`config.mk`:
```
export PLATFORM = sky130hd
export DESIGN_NAME = alu_result_fifo
export DESIGN_NICKNAME = d
export VERILOG_FILES = /design/src/rtl/alu_result_fifo.sv
export SDC_FILE = /design/constraint.sdc
export NUM_CORES = 1
export LEC_CHECK = 0
export ABC_AREA = 1
export CELL_PAD_IN_SITES_DETAIL_PLACEMENT = 0
export CELL_PAD_IN_SITES_GLOBAL_PLACEMENT = 1
export CORE_MARGIN = 4
export CORE_UTILIZATION = 42
export CTS_CLUSTER_SIZE = 14
export DETAILED_ROUTE_END_ITERATION = 7
export PLACE_DENSITY_LB_ADDON = 0.1
export SETUP_SLACK_MARGIN = 0.02
export SYNTH_ARGS = -nofsm -noshare
export SYNTH_HDL_FRONTEND = slang
export SYNTH_SLANG_ARGS = --single-unit
```
`constraint.sdc`:
```
create_clock -name CLK -period 2.7 [get_ports CLK]
set_clock_uncertainty 0.15 [all_clocks]
set_input_delay 0.405 -clock CLK [delete_from_list [all_inputs] [get_ports CLK]]
set_output_delay 0.405 -clock CLK [all_outputs]
set_load 0.1 [all_outputs]
```
`src/rtl/alu_result_fifo.sv`:
```
// rtl/alu_result_fifo.sv - show-ahead result FIFO between the ALU units and their consumer
//
// Buffers ALU result words qualified by IN_VALID and hands them to the consumer
// over an OUT_VALID/OUT_READY handshake. The ALU side has no backpressure, so a
// word arriving while the FIFO is full (and nothing pops) is dropped and the
// sticky OVERFLOW flag is raised until CLR_OVF.
//
// Optional feature macro: ALU_RESULT_FIFO_LEVEL_EN adds the FIFO_LEVEL output.
//
// Ports:
//   CLK        in   clock, all logic on posedge
//   RST        in   asynchronous active-low reset
//   IN_DATA    in   ALU result word
//   IN_VALID   in   IN_DATA valid this cycle
//   OUT_DATA   out  head-of-FIFO word (combinational read)
//   OUT_VALID  out  FIFO not empty
//   OUT_READY  in   consumer accepts OUT_DATA this cycle
//   FULL       out  DEPTH entries stored
//   EMPTY      out  no entries stored
//   OVERFLOW   out  sticky: a valid input word was dropped
//   CLR_OVF    in   synchronous clear of OVERFLOW (an overrun the same cycle wins)
//   FIFO_LEVEL out  occupancy 0..DEPTH (only with ALU_RESULT_FIFO_LEVEL_EN)

module alu_result_fifo #(
  parameter int DATA_WIDTH = 16,
  parameter int DEPTH      = 8,
  parameter int ADDR_WIDTH = 3
) (
`ifdef ALU_RESULT_FIFO_LEVEL_EN
  output logic [ADDR_WIDTH:0]   FIFO_LEVEL,
`endif
  input  logic                  CLK,
  input  logic                  RST,
  input  logic [DATA_WIDTH-1:0] IN_DATA,
  input  logic                  IN_VALID,
  output logic [DATA_WIDTH-1:0] OUT_DATA,
  output logic                  OUT_VALID,
  input  logic                  OUT_READY,
  output logic                  FULL,
  output logic                  EMPTY,
  output logic                  OVERFLOW,
  input  logic                  CLR_OVF
);

  localparam logic [ADDR_WIDTH:0] PTR_ONE = 1;

  logic [DATA_WIDTH-1:0] mem [DEPTH];

  // One extra wrap bit distinguishes full from empty when addresses match.
  logic [ADDR_WIDTH:0] wr_ptr;
  logic [ADDR_WIDTH:0] rd_ptr;

  logic push;
  logic pop;
  logic overrun;

  assign EMPTY     = (wr_ptr == rd_ptr);
  assign FULL      = (wr_ptr[ADDR_WIDTH-1:0] == rd_ptr[ADDR_WIDTH-1:0]) &&
                     (wr_ptr[ADDR_WIDTH] != rd_ptr[ADDR_WIDTH]);
  assign OUT_VALID = ~EMPTY;
  assign OUT_DATA  = mem[rd_ptr[ADDR_WIDTH-1:0]];

  assign pop     = OUT_VALID & OUT_READY;
  // When full, a same-cycle pop frees the head slot so the new word still fits.
  assign push    = IN_VALID & (~FULL | pop);
  assign overrun = IN_VALID & FULL & ~pop;

`ifdef ALU_RESULT_FIFO_LEVEL_EN
  // Modulo-2*DEPTH difference of the wrap-bit pointers is exactly 0..DEPTH.
  assign FIFO_LEVEL = wr_ptr - rd_ptr;
`endif

  // Storage is deliberately not reset; OUT_DATA is only meaningful with OUT_VALID.
  always_ff @(posedge CLK) begin
    if (push) begin
      mem[wr_ptr[ADDR_WIDTH-1:0]] <= IN_DATA;
    end
  end

  always_ff @(posedge CLK or negedge RST) begin
    if (!RST) begin
      wr_ptr   <= '0;
      rd_ptr   <= '0;
      OVERFLOW <= 1'b0;
    end else begin
      if (push) begin
        wr_ptr <= wr_ptr + PTR_ONE;
      end
      if (pop) begin
        rd_ptr <= rd_ptr + PTR_ONE;
      end
      // Set has priority over clear so a coincident overrun is never lost.
      if (overrun) begin
        OVERFLOW <= 1'b1;
      end else if (CLR_OVF) begin
        OVERFLOW <= 1'b0;
      end
    end
  end

endmodule
```
Word level (Yosys, flattened, before mapping)
Memories as Yosys holds them, arrays and structs flattened.
Cells that the tools add are included.
Widths: inputs -> output; s select.
{ "word_totals": {"reg_bits": 9, "ramBits": 128, "in_bits": 21, "out_inout_bits": 20, "word_cells": 23, "n_memories": 1} }
{ "memory_table": {"columns": ["memory", "words", "width", "rd", "rd_clocked_by_memory_dff", "wr", "line_no", "text"], "rows": [
  ["mem", 8, 16, 1, 0, 1, "47", "logic [DATA_WIDTH-1:0] mem [DEPTH];"]
]} }
{ "op_classes": {"addsub": 2, "eq_ne": 3, "n_mux": 4, "bitwise": 8, "reduce_logical": 2} }
{ "ops": {"columns": ["cell", "n"], "rows": [
  ["$add 4x1->4 const B", 2],
  ["$and 1x1->1", 4],
  ["$eq 4x4->1", 1],
  ["$mux 1", 4],
  ["$eq 3x3->1", 1],
  ["$not 1->1", 3],
  ["$reduce_bool 2->1", 1],
  ["$logic_and 1x1->1", 1],
  ["$ne 1x1->1", 1],
  ["$or 1x1->1", 1]
]} }

Logic depth before layout (Yosys ltp)
Gate-level depths: netlist (run 1).
{ "logic_depth": {"depth_word": 7, "mapped_depth": 9, "depth_no_buf": 8} }

Worst setup path after synthesis (run 1)
No wires, ideal clock.
{ "synth_timing": {"path_type": "flip-flop to output port", "from": "register rd_ptr[1]", "to": "output port FULL", "arrival_time_ps": 2126, "required_time_ps": 2145, "setup_slack_ps": 19, "stages_incl_launch_ff": 8, "n_path_buf": 1, "cell_sequence": "dfrtp_1 buf_4 inv_1 nand2_1 nand2_1 nor2_4 nand2_1 nor2_1"} }
{ "synth_via": {"elab_chain_len": 2} }
{ "synth_rtl": {"columns": ["element", "line_no", "text"], "rows": [
  ["from (decl)", "51", "logic [ADDR_WIDTH:0] rd_ptr;"],
  ["from (signal assigned)", "90", "rd_ptr <= rd_ptr + PTR_ONE;"],
  ["$eq 3x3->1", "58", "assign FULL = (wr_ptr[ADDR_WIDTH-1:0] == rd_ptr[ADDR_WIDTH-1:0]) &&"],
  ["$logic_and 1x1->1", "58", null],
  ["to (decl)", "39", "output logic FULL,"]
]} }
No other way between the ends.

Final worst setup path (run 1)
{ "layout_timing": {"from": "register rd_ptr[0]", "to": "output port OUT_DATA[7]"} }
{ "layout_via": {"elab_chain_len": 1} }
{ "layout_rtl": {"columns": ["element", "line_no", "text"], "rows": [
  ["$mem_v2 8x16", null, null],
  ["to (decl)", "36", "output logic [DATA_WIDTH-1:0] OUT_DATA,"]
]} }
No other way between the ends.

==> qor.csv, run 1 <==
stage,metric,value,unit
synth,Synth cell types,23,
clock_network,clk sinks,137,
worst_setup_path,CP bufs+invs,2,
detailed_routing,Vias,3553,
sta,RSZ-0062 raised after global routing,false,
synth,Syn Area/Cell,12.44,sq um
detailed_routing,routed vias/inst,5.202,
layout,layout cells sized above 1,0.1566,
place,PortBufs,40,
layout,Seq. cell area,4070,sq um
detailed_routing,final WL,13170,um
grt,met2 Use GR,0.2713,
floorplan,Chip Width,122.8,um
grt,initial antenna violation count,0,
grt,GR Util All Layers,0.1909,
synth,"Seq/Total Area, Yosys",0.7347,
place,routability cong.,0.8418,
grt,met3 Use GR,0.06498,
synth,Post-Syn Area,5538,sq um
detailed_routing,Initial DRC Count,393,
worst_setup_path,CP Class,reg2out,
synth,ys async rst share,0.06569,
worst_setup_path,reg-to-reg startpoint,rd_ptr[1]$_DFFE_PN0P_,
layout,n_diodes,0,
worst_setup_path,FF-to-FF End,mem[3][5]$_DFFE_PP_,
layout,Filler cells,1105,
worst_setup_path,CP max stage delay,0.39,ns
worst_setup_path,worst-path cell chain,buf_12 -> o21ai_0 -> o22ai_1 -> nand2_1 -> nand2_1 -> buf_12,
grt,met1 usage,0.2810,
worst_setup_path,crit path capture type,output pin,
floorplan,Initial Util,0.4335,
floorplan,IO Pins,41,
sta,relative slew slack,0.6537,
worst_setup_path,Critical Path AT,2.00,ns
synth,Ys Warns,0,
grt,first-pass GRT wire length,20670,um
worst_setup_path,Crit path max-delay family,buffers and inverters,
clock_network,Max clock buf depth,2,
grt,global route hottest layer,met1,
flow_run,max-cap violation count,0,
clock_network,CTS Buf Count,17,
clock_network,clock root cell,clkbuf_16,
worst_hold_path,worst hold path class,in2async,
worst_setup_path,Crit path required time,2.14,ns
synth,dominant cell type by area after synthesis,edfxtp_1,
synth,"count leader, synth",edfxtp_1,
grt,vias in the first global route,3543,
synth,post-synth top area share,0.6941,
clock_network,clock slew at reported path FFs,0.06,ns
sta,final setup vio count,0,
detailed_routing,Routed Antenna Nets,0,
layout,Multi-input gate area,1313,sq um
worst_setup_path,FF-to-FF setup slack,0.56,ns
synth,largest cells by area after synthesis,"edfxtp_1, o21ai_0, nor2_1",
detailed_routing,TritonRoute pass-1 iters,5,
floorplan,core area,12770,sq um
worst_setup_path,Worst path slowest cell,dfrtp_2,
layout,synthesis-to-finish area growth,26.23,%
worst_setup_path,largest fanout on the critical path,68,
floorplan,full die area,15090,sq um
synth,synth cell count leaders,"edfxtp_1, nor2_1, nand2_1",
detailed_routing,DRC Markers,0,
sta,final hold viol count,0,
sta,fmax,390.9,MHz
clock_network,CTS tree,yes,
sta,minimum clock period,2.558,ns
floorplan,Die Height,122.8,um
clock_network,Worst-Skew Late Latency,0.42,ns
synth,top_reg_cell synth,edfxtp_1,
place,dpl hpwl,8390,um
floorplan,num rows,41,
synth,Cells after Synth,445,
clock_network,H-Tree Depth,4,
worst_setup_path,CP Launch Type,register,
synth,Post-synth EDFFs,128,
worst_setup_path,path depth of the worst reg2reg path,9,
layout,Nets,522,
sta,worst slew pin tran,0.5194,ns
detailed_routing,post-DR wirelength/cell,19.28,um
sta,final setup TNS,0,ns
sta,Tcrit/Tclk final,0.9475,
grt,total grt overflow,0,
sta,"Slew Viols, Final",0,
grt,largest net degree at the start of global routing,69,
outcome,result of the run,"complete, no violations",
synth,"flops & latches, synth",137,
synth,syn nets,468,
[kinds of logic after synthesis]
kind of cell             after synthesis  synth area share
AO/OA/AOI/OAI                         98           0.09602
XOR/XNOR                               6           0.01085
adder cells (fa/ha/maj)                2          0.004518
flip-flops                           137            0.7348
AND/OR/NAND/NOR                      165            0.1240
buffers and inverters                 37           0.02982
[sequential cells by signal (all words and copies together) (netlist names)]
| signal | count |
|---|---|
| mem | 128 |
| OVERFLOW | 1 |
| rd_ptr | 4 |
| wr_ptr | 4 |
[cell type report]
cell class	count	share of cell area
Inverter	11	0.006444
Timing Repair Buffer	61	0.1119
Sequential cell	137	0.5822
Tap cell	172	0.03079
Clock inverter	12	0.01897
Multi-Input combinational cell	271	0.1878
Clock buffer	19	0.06193
[metrics by stage]
| stage | instance area [sq um] | setup slack (ns) | utilization | hold slack, ns | std cells |
|---|---|---|---|---|---|
| global route | 6990 | 0.04166 | 0.5473 | 0.1732 | 683 |
| CTS | 6965 | 0.03116 | 0.5453 | 0.1555 | 682 |
| detailed placement | 6396 | 0.4632 | 0.5007 | 0.3765 | 651 |
| finish | 6990 | 0.1417 | 0.5473 | 0.1431 | 683 |
| global placement | 6396 | 0.4721 | 0.5007 | 0.3802 | 651 |
| floorplan | 5540 | 0.2841 | - | -0.04059 | 445 |
[worst max-delay path by stage]
stage,end,depth (start not counted),startpoint,slack (ns)
after floorplan,EMPTY,4,wr_ptr[2]$_DFFE_PN0P_,0.28
after global placement,OUT_DATA[11],7,rd_ptr[1]$_DFFE_PN0P_,0.47
after detailed placement,mem[3][10]$_DFFE_PP_,6,OUT_READY,0.46
after CTS,OUT_DATA[11],6,rd_ptr[1]$_DFFE_PN0P_,0.03
after global routing,OUT_DATA[9],7,rd_ptr[1]$_DFFE_PN0P_,0.04
final,OUT_DATA[7],6,rd_ptr[0]$_DFFE_PN0P_,0.14
[repair_timing]
| item | 4_1_cts | 5_1_grt |
|---|---|---|
| resized for setup | 1 | 4 |
| hold buffers | 0 | 0 |
| setup endpoints to repair | 1 | 5 |
| buffers inserted | 0 | 1 |
[cell usage in the layout, fill, tap and decap left out, drive strengths merged]
master,synthesis,final
nand2,77,77
ha,2,2
nand4,1,1
edfxtp,128,128
clkinv,0,8
dfrtp,9,9
o21ai,65,65
o22ai,33,33
nand3,12,12
clkbuf,11,19
nor2,75,75
bufinv,0,3
clkinvlp,0,2
clkdlybuf4s50,0,20
xor2,2,2
inv,11,10
buf,15,41
xnor2,4,4
[per-layer routing]
metal | vias to the layer above | part of all wire | wire, um
met5 | - | 0 | 0
met4 | 0 | 0.0074 | 97
met3 | 9 | 0.072 | 952
met2 | 109 | 0.45 | 5979
met1 | 1731 | 0.47 | 6137
li1 | 1704 | - | -
Power of run 1 is left out: the tool's default activity adds up to more than one toggle a clock period on the data nets, which glitch-free logic cannot reach.
==> run 2, diff against run 1 <==
--- a/config.mk
+++ b/config.mk
@@ -10,9 +10,10 @@
 export CELL_PAD_IN_SITES_GLOBAL_PLACEMENT = 1
 export CORE_MARGIN = 4
 export CORE_UTILIZATION = 42
+export CTS_BUF_LIST = sky130_fd_sc_hd__clkbuf_4
 export CTS_CLUSTER_SIZE = 14
 export DETAILED_ROUTE_END_ITERATION = 7
-export PLACE_DENSITY_LB_ADDON = 0.1
+export PLACE_DENSITY_LB_ADDON = 0.15
 export SETUP_SLACK_MARGIN = 0.02
 export SYNTH_ARGS = -nofsm -noshare
 export SYNTH_HDL_FRONTEND = slang
==> run 2 against run 1 <==
  * Die area unchanged
  * Count of clock-buffer cells in the layout unchanged
  * Cell count increased by 4.5%
==> qor.csv, run 2 (synthesis gave the netlist of run 1 again) <==
stage,metric,value,unit
place,routability cong.,0.7578,
worst_setup_path,largest fanout on the critical path,9,
floorplan,Initial Util,0.4335,
place,dpl hpwl,7665,um
clock_network,CTS tree,yes,
clock_network,H-Tree Depth,4,
floorplan,core area,12770,sq um
flow_run,max-cap violation count,0,
worst_setup_path,Crit path required time,2.14,ns
floorplan,Chip Width,122.8,um
floorplan,IO Pins,41,
sta,final setup TNS,0,ns
grt,vias in the first global route,3425,
worst_setup_path,crit path capture type,output pin,
grt,initial antenna violation count,0,
layout,max reg flops,128,
layout,most frequent cells in the layout,"edfxtp_1, nand2_1, nor2_1",
floorplan,full die area,15090,sq um
clock_network,clock slew at reported path FFs,0.11,ns
sta,minimum clock period,2.612,ns
layout,n_diodes,0,
detailed_routing,Initial DRC Count,285,
detailed_routing,final WL,14650,um
worst_hold_path,worst hold path class,in2reg,
sta,Final Worst Setup Slack,0.08799,ns
outcome,result of the run,"complete, no violations",
layout,layout cells sized above 1,0.3155,
clock_network,clk sinks,137,
detailed_routing,TritonRoute pass-1 iters,4,
worst_setup_path,FF-to-FF setup slack,0.26,ns
grt,global route hottest layer,met2,
grt,largest net degree at the start of global routing,69,
clock_network,clock root cell,clkbuf_4,
sta,worst slew pin tran,0.4865,ns
grt,met1 usage,0.2394,
grt,GR Util All Layers,0.1727,
sta,fmax,382.8,MHz
clock_network,Worst-Skew Late Latency,0.52,ns
clock_network,CTS Buf Count,17,
floorplan,num rows,41,
grt,first-pass GRT wire length,19120,um
grt,met2 Use GR,0.2651,
detailed_routing,Routed Antenna Nets,0,
worst_setup_path,CP Launch Type,register,
floorplan,Die Height,122.8,um
layout,Nets,552,
worst_setup_path,Critical Path AT,2.06,ns
detailed_routing,routed vias/inst,5.356,
grt,total grt overflow,0,
sta,RSZ-0062 raised after global routing,true,
clock_network,Max clock buf depth,2,
sta,relative slew slack,0.6744,
layout,"commonest non-fill, non-tap cell in the layout",edfxtp_1,
detailed_routing,post-DR wirelength/cell,20.51,um
sta,final setup vio count,0,
sta,Tcrit/Tclk final,0.9674,
worst_setup_path,CP Class,reg2out,
place,PortBufs,40,
place,dpl ws,0.2732,ns
detailed_routing,Vias,3824,
grt,met3 Use GR,0.04240,
sta,final hold viol count,0,
sta,"Slew Viols, Final",0,
detailed_routing,DRC Markers,0,
layout,synthesis-to-finish area growth,36.26,%
==> run 2: changes by cell type in the layout (fill, tap and decap cells not counted), moves of 10 or more <==
cell	delta
o21ai_0	-36
o21ai_1	+26
clkbuf_4	+19
nor2_1	-18
nand2_1	-17
nand2_2	+15
nor2_2	+14
o21ai_2	+10
==> run 2: worst paths after layout <==
path / start / end / cells after the start
setup / recovery: rd_ptr[0]$_DFFE_PN0P_ / OUT_DATA[15] / 7
hold / removal: CLR_OVF / OVERFLOW$_DFFE_PN0P_ / 2
setup reg to reg: rd_ptr[0]$_DFFE_PN0P_ / mem[0][9]$_DFFE_PP_ / 10
hold reg to reg: OVERFLOW$_DFFE_PN0P_ / OVERFLOW$_DFFE_PN0P_ / 2
max in group asynchronous: RST / rd_ptr[0]$_DFFE_PN0P_ / 2
min in group asynchronous: RST / rd_ptr[0]$_DFFE_PN0P_ / 2
==> run 2: worst max-delay path: stages (launching register included) <==
cell and delay, ns:
dfrtp_4 0.52, buf_8 0.16, buf_12 0.15, o21ai_1 0.20, o22ai_2 0.12, nand2_1 0.12, nand2_2 0.09, buf_12 0.17
==> run 2: layout make-up <==
cell class              instances  area [sq um]
clock inverters                13         249.0
clock buffers                  19         142.6
well taps                     172         215.2
fillers                      1002          5228
repair buffers                 89          1252
inverters                      11         61.31
multi-input cells             271          1524
flip-flops and latches        137          4074
repair inverters                2         27.53
==> run 2: through the flow <==
step	cells	utilization	hold WS [ns]	cell area, sq um
floorplan	445	-	-0.04059	5540
global placement	652	0.5023	0.3762	6416
detailed placement	652	0.5023	0.3757	6416
CTS	687	0.5364	0.2540	6852
global route	714	0.5908	0.2768	7546
finish	714	0.5908	0.3113	7546
==> run 2: timing repair <==
item,4_1_cts,5_1_grt
endpoints found under the setup margin,16,16
gates cloned,0,17
resized for setup,7,120
hold buffers,1,0
buffers inserted,2,10
endpoints found under the hold margin,8,0
pin swaps,0,29
==> run 2: per-layer routing <==
layer  up-vias  wire length, um
met3        30              867
met1      1891             6462
li1       1772                -
met5         -                0
met2       131             6904
met4         0              410
Power of run 2 is left out for the same reason.
